**src/rtl/arb_pkg.sv**
```systemverilog
// Shared types and helpers for the request scheduler / arbiter.
// Latency: n/a (types and combinational helper only).
// Backpressure: n/a.
package arb_pkg;

  typedef enum logic [1:0] {ARB_IDLE, ARB_GRANT, ARB_RELEASE} arb_state_e;
  typedef enum logic {ARB_FIXED, ARB_RR} arb_mode_e;

  // Widest requester vector the helpers below understand.
  localparam int ARB_MAX_REQ = 16;

  // One-hot (or zero) vector to binary index; zero input decodes to 0.
  function automatic logic [3:0] onehot_to_idx(input logic [ARB_MAX_REQ-1:0] oh);
    logic [3:0] idx;
    idx = 4'd0;
    unique0 case (oh)
      16'h0001: idx = 4'd0;
      16'h0002: idx = 4'd1;
      16'h0004: idx = 4'd2;
      16'h0008: idx = 4'd3;
      16'h0010: idx = 4'd4;
      16'h0020: idx = 4'd5;
      16'h0040: idx = 4'd6;
      16'h0080: idx = 4'd7;
      16'h0100: idx = 4'd8;
      16'h0200: idx = 4'd9;
      16'h0400: idx = 4'd10;
      16'h0800: idx = 4'd11;
      16'h1000: idx = 4'd12;
      16'h2000: idx = 4'd13;
      16'h4000: idx = 4'd14;
      16'h8000: idx = 4'd15;
    endcase
    return idx;
  endfunction

endpackage

```
**src/rtl/arb_pick.sv**
```systemverilog
// Winner picker: fixed priority (index 0 highest) or round-robin from rr_ptr.
// Latency: purely combinational, 0 cycles.
// Backpressure: none; the caller decides when the result is consumed.
// Ports: req/mode/rr_ptr in; win_oh (one-hot winner), win_id (its index), any (|req) out.
module arb_pick
  import arb_pkg::*;
#(
  parameter  int NUM_REQ = 4,
  localparam int IDW     = $clog2(NUM_REQ)
) (
  input  logic [NUM_REQ-1:0] req,
  input  logic               mode,
  input  logic [IDW-1:0]     rr_ptr,
  output logic [NUM_REQ-1:0] win_oh,
  output logic [IDW-1:0]     win_id,
  output logic               any
);

  // Lowest set bit of v as a one-hot vector.
  function automatic logic [ARB_MAX_REQ-1:0] first_set(input logic [ARB_MAX_REQ-1:0] v);
    logic [ARB_MAX_REQ-1:0] r;
    r = '0;
    priority case (1'b1)
      v[0]:  r[0]  = 1'b1;
      v[1]:  r[1]  = 1'b1;
      v[2]:  r[2]  = 1'b1;
      v[3]:  r[3]  = 1'b1;
      v[4]:  r[4]  = 1'b1;
      v[5]:  r[5]  = 1'b1;
      v[6]:  r[6]  = 1'b1;
      v[7]:  r[7]  = 1'b1;
      v[8]:  r[8]  = 1'b1;
      v[9]:  r[9]  = 1'b1;
      v[10]: r[10] = 1'b1;
      v[11]: r[11] = 1'b1;
      v[12]: r[12] = 1'b1;
      v[13]: r[13] = 1'b1;
      v[14]: r[14] = 1'b1;
      v[15]: r[15] = 1'b1;
      default: r = '0;
    endcase
    return r;
  endfunction

  logic                   rr_sel;
  logic [NUM_REQ-1:0]     rot;
  logic [ARB_MAX_REQ-1:0] scan_in;
  logic [ARB_MAX_REQ-1:0] scan_oh;
  logic [3:0]             scan_id;
  int                     j;
  int                     sum;

  always_comb begin
    rr_sel  = (arb_mode_e'(mode) == ARB_RR);
    rot     = '0;
    scan_in = '0;
    j       = 0;
    sum     = 0;
    win_oh  = '0;
    any     = |req;

    // Round-robin reuses the fixed scan: rotate so rr_ptr lands on bit 0,
    // scan for the lowest bit, then rotate the index back.
    for (int i = 0; i < NUM_REQ; i++) begin
      j = i + int'(rr_ptr);
      if (j >= NUM_REQ) j = j - NUM_REQ;
      rot[i] = req[j];
    end

    scan_in[NUM_REQ-1:0] = rr_sel ? rot : req;
    scan_oh = first_set(scan_in);
    scan_id = onehot_to_idx(scan_oh);

    sum = int'(scan_id) + (rr_sel ? int'(rr_ptr) : 0);
    if (sum >= NUM_REQ) sum = sum - NUM_REQ;
    win_id = IDW'(sum);

    if (any) win_oh[win_id] = 1'b1;
  end

endmodule

```
**src/rtl/req_sched_arbiter.sv**
```systemverilog
// Single-owner arbiter for a shared mux/bus: fixed-priority or round-robin grant held until done.
// Latency: req -> gnt 1 cycle; minimum grant-to-grant period 3 cycles (GRANT, RELEASE, IDLE).
// Backpressure: requesters hold req until granted; owner holds the grant until done or dropping req.
// Ports: clk, rst_n (async, active-low); mode (0 fixed, 1 RR); req/done per requester;
//        gnt (registered one-hot), gnt_valid, gnt_id (datapath select), busy, timeout.
// Optional feature: define ARB_TIMEOUT_EN to bound ownership at MAX_HOLD cycles when others wait.
module req_sched_arbiter
  import arb_pkg::*;
#(
  parameter  int NUM_REQ  = 4,
  parameter  int MAX_HOLD = 16,
  localparam int IDW      = $clog2(NUM_REQ)
) (
  input  logic               clk,
  input  logic               rst_n,
  input  logic               mode,
  input  logic [NUM_REQ-1:0] req,
  input  logic [NUM_REQ-1:0] done,
  output logic [NUM_REQ-1:0] gnt,
  output logic               gnt_valid,
  output logic [IDW-1:0]     gnt_id,
  output logic               busy,
  output logic               timeout
);

  arb_state_e         state, state_nxt;
  logic [NUM_REQ-1:0] gnt_nxt;
  logic [IDW-1:0]     gnt_id_nxt;
  logic [IDW-1:0]     rr_ptr, rr_ptr_nxt;
  logic [NUM_REQ-1:0] win_oh;
  logic [IDW-1:0]     win_id;
  logic               pick_any;
  logic               owner_end;
  logic               force_rel;

  arb_pick #(.NUM_REQ(NUM_REQ)) u_pick (
    .req    (req),
    .mode   (mode),
    .rr_ptr (rr_ptr),
    .win_oh (win_oh),
    .win_id (win_id),
    .any    (pick_any)
  );

`ifdef ARB_TIMEOUT_EN
  localparam int HCW = $clog2(MAX_HOLD);
  localparam logic [HCW-1:0] HOLD_LAST = HCW'(MAX_HOLD - 1);

  logic [HCW-1:0] hold_cnt;
  logic           timeout_q;

  // Forced release only when someone else is actually waiting.
  assign force_rel = (hold_cnt == HOLD_LAST) && |(req & ~gnt);
  assign timeout   = timeout_q;

  // Zero outside GRANT, so it starts from 0 on every new grant; saturates.
  always_ff @(posedge clk or negedge rst_n) begin
    if (!rst_n) begin
      hold_cnt  <= '0;
      timeout_q <= 1'b0;
    end else begin
      timeout_q <= (state == ARB_GRANT) && force_rel && !owner_end;
      if (state != ARB_GRANT)
        hold_cnt <= '0;
      else if (hold_cnt != HOLD_LAST)
        hold_cnt <= hold_cnt + HCW'(1);
    end
  end
`else
  logic unused_max_hold;
  assign unused_max_hold = (MAX_HOLD > 0);
  assign force_rel       = 1'b0;
  assign timeout         = 1'b0;
`endif

  // A dropped req is treated exactly like done; other requesters' done is ignored.
  assign owner_end = done[gnt_id] | ~req[gnt_id];

  always_comb begin
    state_nxt  = state;
    gnt_nxt    = gnt;
    gnt_id_nxt = gnt_id;
    rr_ptr_nxt = rr_ptr;
    unique case (state)
      ARB_IDLE: begin
        if (pick_any) begin
          state_nxt  = ARB_GRANT;
          gnt_nxt    = win_oh;
          gnt_id_nxt = win_id;
        end
      end
      ARB_GRANT: begin
        if (owner_end || force_rel) begin
          state_nxt  = ARB_RELEASE;
          gnt_nxt    = '0;
          gnt_id_nxt = '0;
          rr_ptr_nxt = (gnt_id == IDW'(NUM_REQ - 1)) ? '0 : gnt_id + IDW'(1);
        end
      end
      ARB_RELEASE: state_nxt = ARB_IDLE;
      default:     state_nxt = ARB_IDLE;
    endcase
  end

  always_ff @(posedge clk or negedge rst_n) begin
    if (!rst_n) begin
      state  <= ARB_IDLE;
      gnt    <= '0;
      gnt_id <= '0;
      rr_ptr <= '0;
    end else begin
      state  <= state_nxt;
      gnt    <= gnt_nxt;
      gnt_id <= gnt_id_nxt;
      rr_ptr <= rr_ptr_nxt;
    end
  end

  assign gnt_valid = |gnt;
  assign busy      = (state != ARB_IDLE);

  a_gnt_consistent: assert property (@(posedge clk) disable iff (!rst_n)
    $onehot0(gnt) && (!gnt_valid || gnt[gnt_id]));

endmodule
```
**config.mk**
```make
export PLATFORM = sky130hd
export DESIGN_NAME = req_sched_arbiter
export DESIGN_NICKNAME = d
export VERILOG_FILES = /design/src/rtl/arb_pkg.sv /design/src/rtl/arb_pick.sv /design/src/rtl/req_sched_arbiter.sv
export SDC_FILE = /design/constraint.sdc
export NUM_CORES = 1
export LEC_CHECK = 0
export CAP_MARGIN = 10
export CORE_UTILIZATION = 40
export CTS_BUF_LIST = sky130_fd_sc_hd__clkbuf_16
export DETAILED_ROUTE_END_ITERATION = 6
export GPL_ROUTABILITY_DRIVEN = 0
export PLACE_DENSITY = 0.7
export SLEW_MARGIN = 40
export SYNTH_ARGS = -nofsm -noshare
export SYNTH_HDL_FRONTEND = slang
export SYNTH_SLANG_ARGS = --single-unit
```
**constraint.sdc**
```tcl
create_clock -name clk -period 4 [get_ports clk]
set_input_delay 0.8 -clock clk [delete_from_list [all_inputs] [get_ports clk]]
set_output_delay 0.8 -clock clk [all_outputs]
set_load 0.01 [all_outputs]
```
==> results.toml, run 1 <==
[placement]
io_buffers = 18
place_area_mm2 = 0.001081
hpwl_um = 1559

[global_route]
grt_pass1_vias = 790
grt_use_total_pct = 20.24
grt_max_degree = 11
grt_pass1_wl_um = 3691
overflow = 0
grt_antenna_before_repair = 0

[drt]
met3WireLength_um = 134
met2WireLength_um = 1004
top_layer = "met4"
met1_length_um = 985
vias = 855
dr.pass1.iters = 4
routedWlPerCell_um = 14.09
drt-vias-per-instance = 5.625
ant_nets = 0
drtIter0Drc = 9
drc_errors = 0
routed_wirelength_um = 2142

[final_layout]
drive_gt1_share_pct = 12.00
n_antenna_cell = 0
area_growth_pct = 31.12
layout_common_cells = "18 x clkdlybuf4s50_1, 12 x nor2_1, 10 x dfrtp_1"
fin_area_mm2 = 0.001160
nNetsFinal = 139
nFillCells = 189
final_common_cell = "clkdlybuf4s50_1"

[die]
die_height_um = 49.03
fp.dieW_um = 49.03
start_util_pct = 43.75
num_rows = 16
io-pin-count = 20
die-area_mm2 = 0.002403
core-area_mm2 = 0.002022

[setup_path]
criticalPathCategory = "input port to flop"
critPathLaunchType = "input port"
crit_path_end_kind = "flop"
crit_fanout = 9
r2r_cells = 11
startpoint = "mode"
timing.rr.start = "rr_ptr[1]"
required_ns = 4.15
crit_arrival_ns = 3.49

[hold_path]
hold_class = "flop to flop"
hold_depth = 1
hp-start = "state[1]"

[cts]
cts_buffers = 3
clockBufferDepth = 2
cts_tree = "done"
cts_setup_buffers = 0
cts_sinks = 10
clk_latency_ns = 0.24
h-tree-depth = 1
path_clk_slew_ns = 0.04
hold_buffers = 0
cts-root-buf = "clkbuf_16"
cts_resized = 0

[sta]
setup_viol = 0
fin_setup_tns_ns = 0
fin_crit_ns = 3.343
hold_ws_ns = 0.5405
rsz0062_at_grt = "false"
fmax_mhz = 299.2
hold_viol = 0
finClkSkew_ns = 0.001279
slew_viol_final = 0
period_share_pct = 83.57

[yosys]
synth_cell_types = 38
synth_flop_cell = "dfrtp_1"
syn-cell-area_um2 = 884.6
postSynthCellCount = 107
synth_nets = 120
yosys_warnings = 0
yosysSeqAreaShare_pct = 28.29
avgSynthCellArea_um2 = 8.267
synth-seq-cells = 10
synthArstFlopShare_pct = 100.0
synth-edff-count = 0

[power_and_ir_drop]
finalPower_mw = 0.8345
power_density_mw_per_mm2 = 719.5
static-leakage-power_nw = 0.4939
ir_drop_uv = 372.7

[run_status]
status = "completed"

[flow_run]
cap_violations = 0
-- through the flow --
step | utilization [%] | std cells | worst slack [ns]
2_1_floorplan | - | 107 | 1.030
3_3_place_gp | 53.47 | 148 | 0.5750
3_5_place_dp | 53.47 | 148 | 0.4676
4_1_cts | 57.36 | 152 | 0.6587
5_1_grt | 57.36 | 152 | 0.3371
6_report | 57.36 | 152 | 0.6572
-- cells in the mapped netlist (3+ instances only) --
cell type	instances	area, um^2
nor2_1	12	45.04
dfrtp_1	10	250.2
nand2_1	9	33.78
nand3_1	8	40.04
a22oi_1	5	37.54
inv_1	5	18.77
nand2b_1	5	31.28
a21oi_1	4	20.02
buf_2	4	20.02
mux2i_1	4	40.04
nor2b_1	3	18.77
nor3_1	3	15.01
o211ai_1	3	22.52
-- registers in the layout, summed over array words and instances (netlist names) --
signal and cells:
rr_ptr 2, gnt 4, gnt_id 2, state 2
-- report_power, final --
part | total [mW] | internal, mW | switching [mW]
sequential | 0.211 | 0.144 | 0.0677
clock | 0.182 | 0.131 | 0.0503
combinational | 0.442 | 0.225 | 0.216
-- kinds of logic after synthesis --
kind of cell | Yosys count | synth area share [%]
adders and majority gates | 2 | 2.828
muxes | 7 | 9.618
and+or+nand+nor | 51 | 31.26
DFF | 10 | 28.29
other | 1 | 0.4239
buffers and inverters | 11 | 5.799
AOI/OAI and AO/OA | 25 | 21.78
-- metal layers --
layer,GRT usage [%],vias up
met3,4.984,4
met1,25.29,396
met2,34.26,28
li1,-,427
met5,0,-
met4,5.882,0
-- area by class of cell --
cell class,instances,area [um^2],area share [%]
clock buffers,3,75.07,6.473
inverters,5,18.77,1.618
repair buffers,20,195.2,16.83
multi-input cells,86,583.1,50.27
well taps,27,33.78,2.913
flip-flops and latches,10,250.2,21.58
clock inverters,1,3.754,0.3236
-- worst paths after layout --
path	to	slack, ns
worst max-delay path	gnt[0]	0.66
worst min-delay path	state[0]	0.54
worst max register to register	gnt[0]	1.25
worst min register to register	state[0]	0.54
max in group asynchronous	rr_ptr[1]	2.80
min in group asynchronous	gnt[3]	0.89
-- worst max-delay path, cell delays in order --
cell and delay [ns]:
clkdlybuf4s50_1 0.61, o21ai_0 0.20, a211oi_2 0.29, nand2b_1 0.08, a211oi_1 0.24, ha_1 0.19, and3b_1 0.19, or2_2 0.32
nor3_1 0.28, nand3_1 0.15, o211ai_1 0.13
Power figures use the tool's default switching activity.
==> run 2, diff against run 1 <==
- clock period: 4 -> 3.2 ns (I/O delays scaled with it)
==> run 2 against run 1 <==
Compared with the run above:
- routed wire length is 5.0% higher
- clock power is 23% higher
- power is 30% higher
- cell count is 5.9% higher
- non-clock buffer count is 9 higher
- sequential share of layout area is 1.4 points lower
- design area is 6.7% higher
- largest cell class unchanged
==> results.toml, run 2 (same netlist as run 1, synthesis figures left out) <==
[run_status]
status = "completed"

[drt]
routed_wirelength_um = 2249
dr.pass1.iters = 4
vias = 889
drt-vias-per-instance = 5.522
routedWlPerCell_um = 13.97
ant_nets = 0
drc_errors = 0
drtIter0Drc = 30

[global_route]
grt.met2_usage_pct = 37.04
use_met1_pct = 25.05
grt_use_total_pct = 20.95
grt_max_degree = 11
grt_pass1_wl_um = 3864
busiest_layer = "met2"
overflow = 0
grt_pass1_vias = 861
grt_antenna_before_repair = 0
met3_usage_pct = 4.984

[die]
num_rows = 16
core-area_mm2 = 0.002022
die-area_mm2 = 0.002403
io-pin-count = 20
start_util_pct = 43.75
fp.dieW_um = 49.03
die_height_um = 49.03

[final_layout]
regMostFlops = "gnt"
n_antenna_cell = 0
final_common_cell = "clkdlybuf4s50_1"
nNetsFinal = 148
fin_area_mm2 = 0.001237
area_growth_pct = 39.89
fin_util_pct = 61.20
layout_common_cells = "16 x clkdlybuf4s50_1, 12 x nor2_1, 11 x buf_4"
largest_reg_flops = 4
drive_gt1_share_pct = 18.66

[setup_path]
crit_path_end_kind = "flop"
crit_fanout = 6
critPathLaunchType = "input port"
reg2reg_slack_ns = 0.46
criticalPathCategory = "input port to flop"
required_ns = 3.32
crit_arrival_ns = 3.13

[sta]
fmax_mhz = 331.5
fin_crit_ns = 3.016
finClkSkew_ns = 0.0005665
rsz0062_at_grt = "false"
hold_viol = 0
slew_viol_final = 0
setup_viol = 0
period_share_pct = 94.26

[hold_path]
hold_class = "flop to flop"

[cts]
clk_latency_ns = 0.24
cts-root-buf = "clkbuf_16"
cts_sinks = 10
cts_buffers = 3
clockBufferDepth = 2
h-tree-depth = 1
path_clk_slew_ns = 0.04
hold_buffers = 0
cts_tree = "done"

[placement]
hpwl_um = 1717
place_area_mm2 = 0.001141
io_buffers = 18

[power_and_ir_drop]
ir_drop_uv = 642.7
static-leakage-power_nw = 0.5573
power_density_mw_per_mm2 = 879.8

[flow_run]
cap_violations = 0
## run 2: final cells by class
| class | count | area [um^2] |
|---|---|---|
| Fill cell | 184 | 784.5 |
| Multi-Input combinational cell | 86 | 588.1 |
| Timing Repair Buffer | 29 | 267.8 |
| Sequential cell | 10 | 250.2 |
| Clock buffer | 3 | 75.07 |
| Tap cell | 27 | 33.78 |
| Inverter | 5 | 18.77 |
| Clock inverter | 1 | 3.754 |
## run 2: layer usage
layer	share of wire [%]	vias to the layer above	wire length, um
met5	0	-	0
met4	1.0	0	23
met3	3.8	5	85
met2	49	19	1100
met1	46	423	1040
li1	-	442	-
## run 2: worst paths after layout
| kind | depth (start not counted) | endpoint | startpoint |
|---|---|---|---|
| min in group asynchronous | 1 | gnt[1] | rst_n |
| worst max register to register | 11 | gnt_id[1] | rr_ptr[1] |
| worst min register to register | 1 | state[0] | state[1] |
| worst min-delay path | 1 | state[0] | state[1] |
| max in group asynchronous | 1 | gnt[0] | rst_n |
| worst max-delay path | 12 | gnt_id[1] | req[1] |
## run 2: timing repair
action,in CTS,in global routing
hold endpoints to repair,0,0
resized for setup,0,4
endpoints found under the setup margin,0,3
buffers inserted,0,1
## run 2: worst max-delay path: stages
cell and delay, ns:
clkdlybuf4s50_1 0.48, mux2i_1 0.17, nor2_1 0.07, a211oi_2 0.23, nand2b_1 0.08, a211oi_1 0.27
ha_1 0.20, and3b_1 0.19, or2_2 0.32, o2111a_1 0.16, a311oi_1 0.25, nand2_1 0.07
## run 2: report_power, final
part | switching (mW) | leakage, nW | internal, mW
combinational | 0.283 | 0.392 | 0.315
sequential | 0.0866 | 0.126 | 0.179
clock | 0.0602 | 0.0385 | 0.164
total | 0.430 | 0.557 | 0.659
## run 2: stage by stage
step | hold slack [ns] | cells | setup WS (ns) | power (mW) | TNS [ns]
after floorplan | 0.3444 | 107 | 0.3895 | 0.6298 | 0
after global placement | 0.5366 | 156 | -0.005877 | 0.8319 | -0.005877
after detailed placement | 0.5427 | 156 | -0.09735 | 0.8481 | -0.1379
after CTS | 0.5521 | 160 | 0.1426 | 1.082 | 0
after global routing | 0.5787 | 161 | 0.0008118 | 1.167 | 0
final | 0.5457 | 161 | 0.1836 | 1.089 | 0
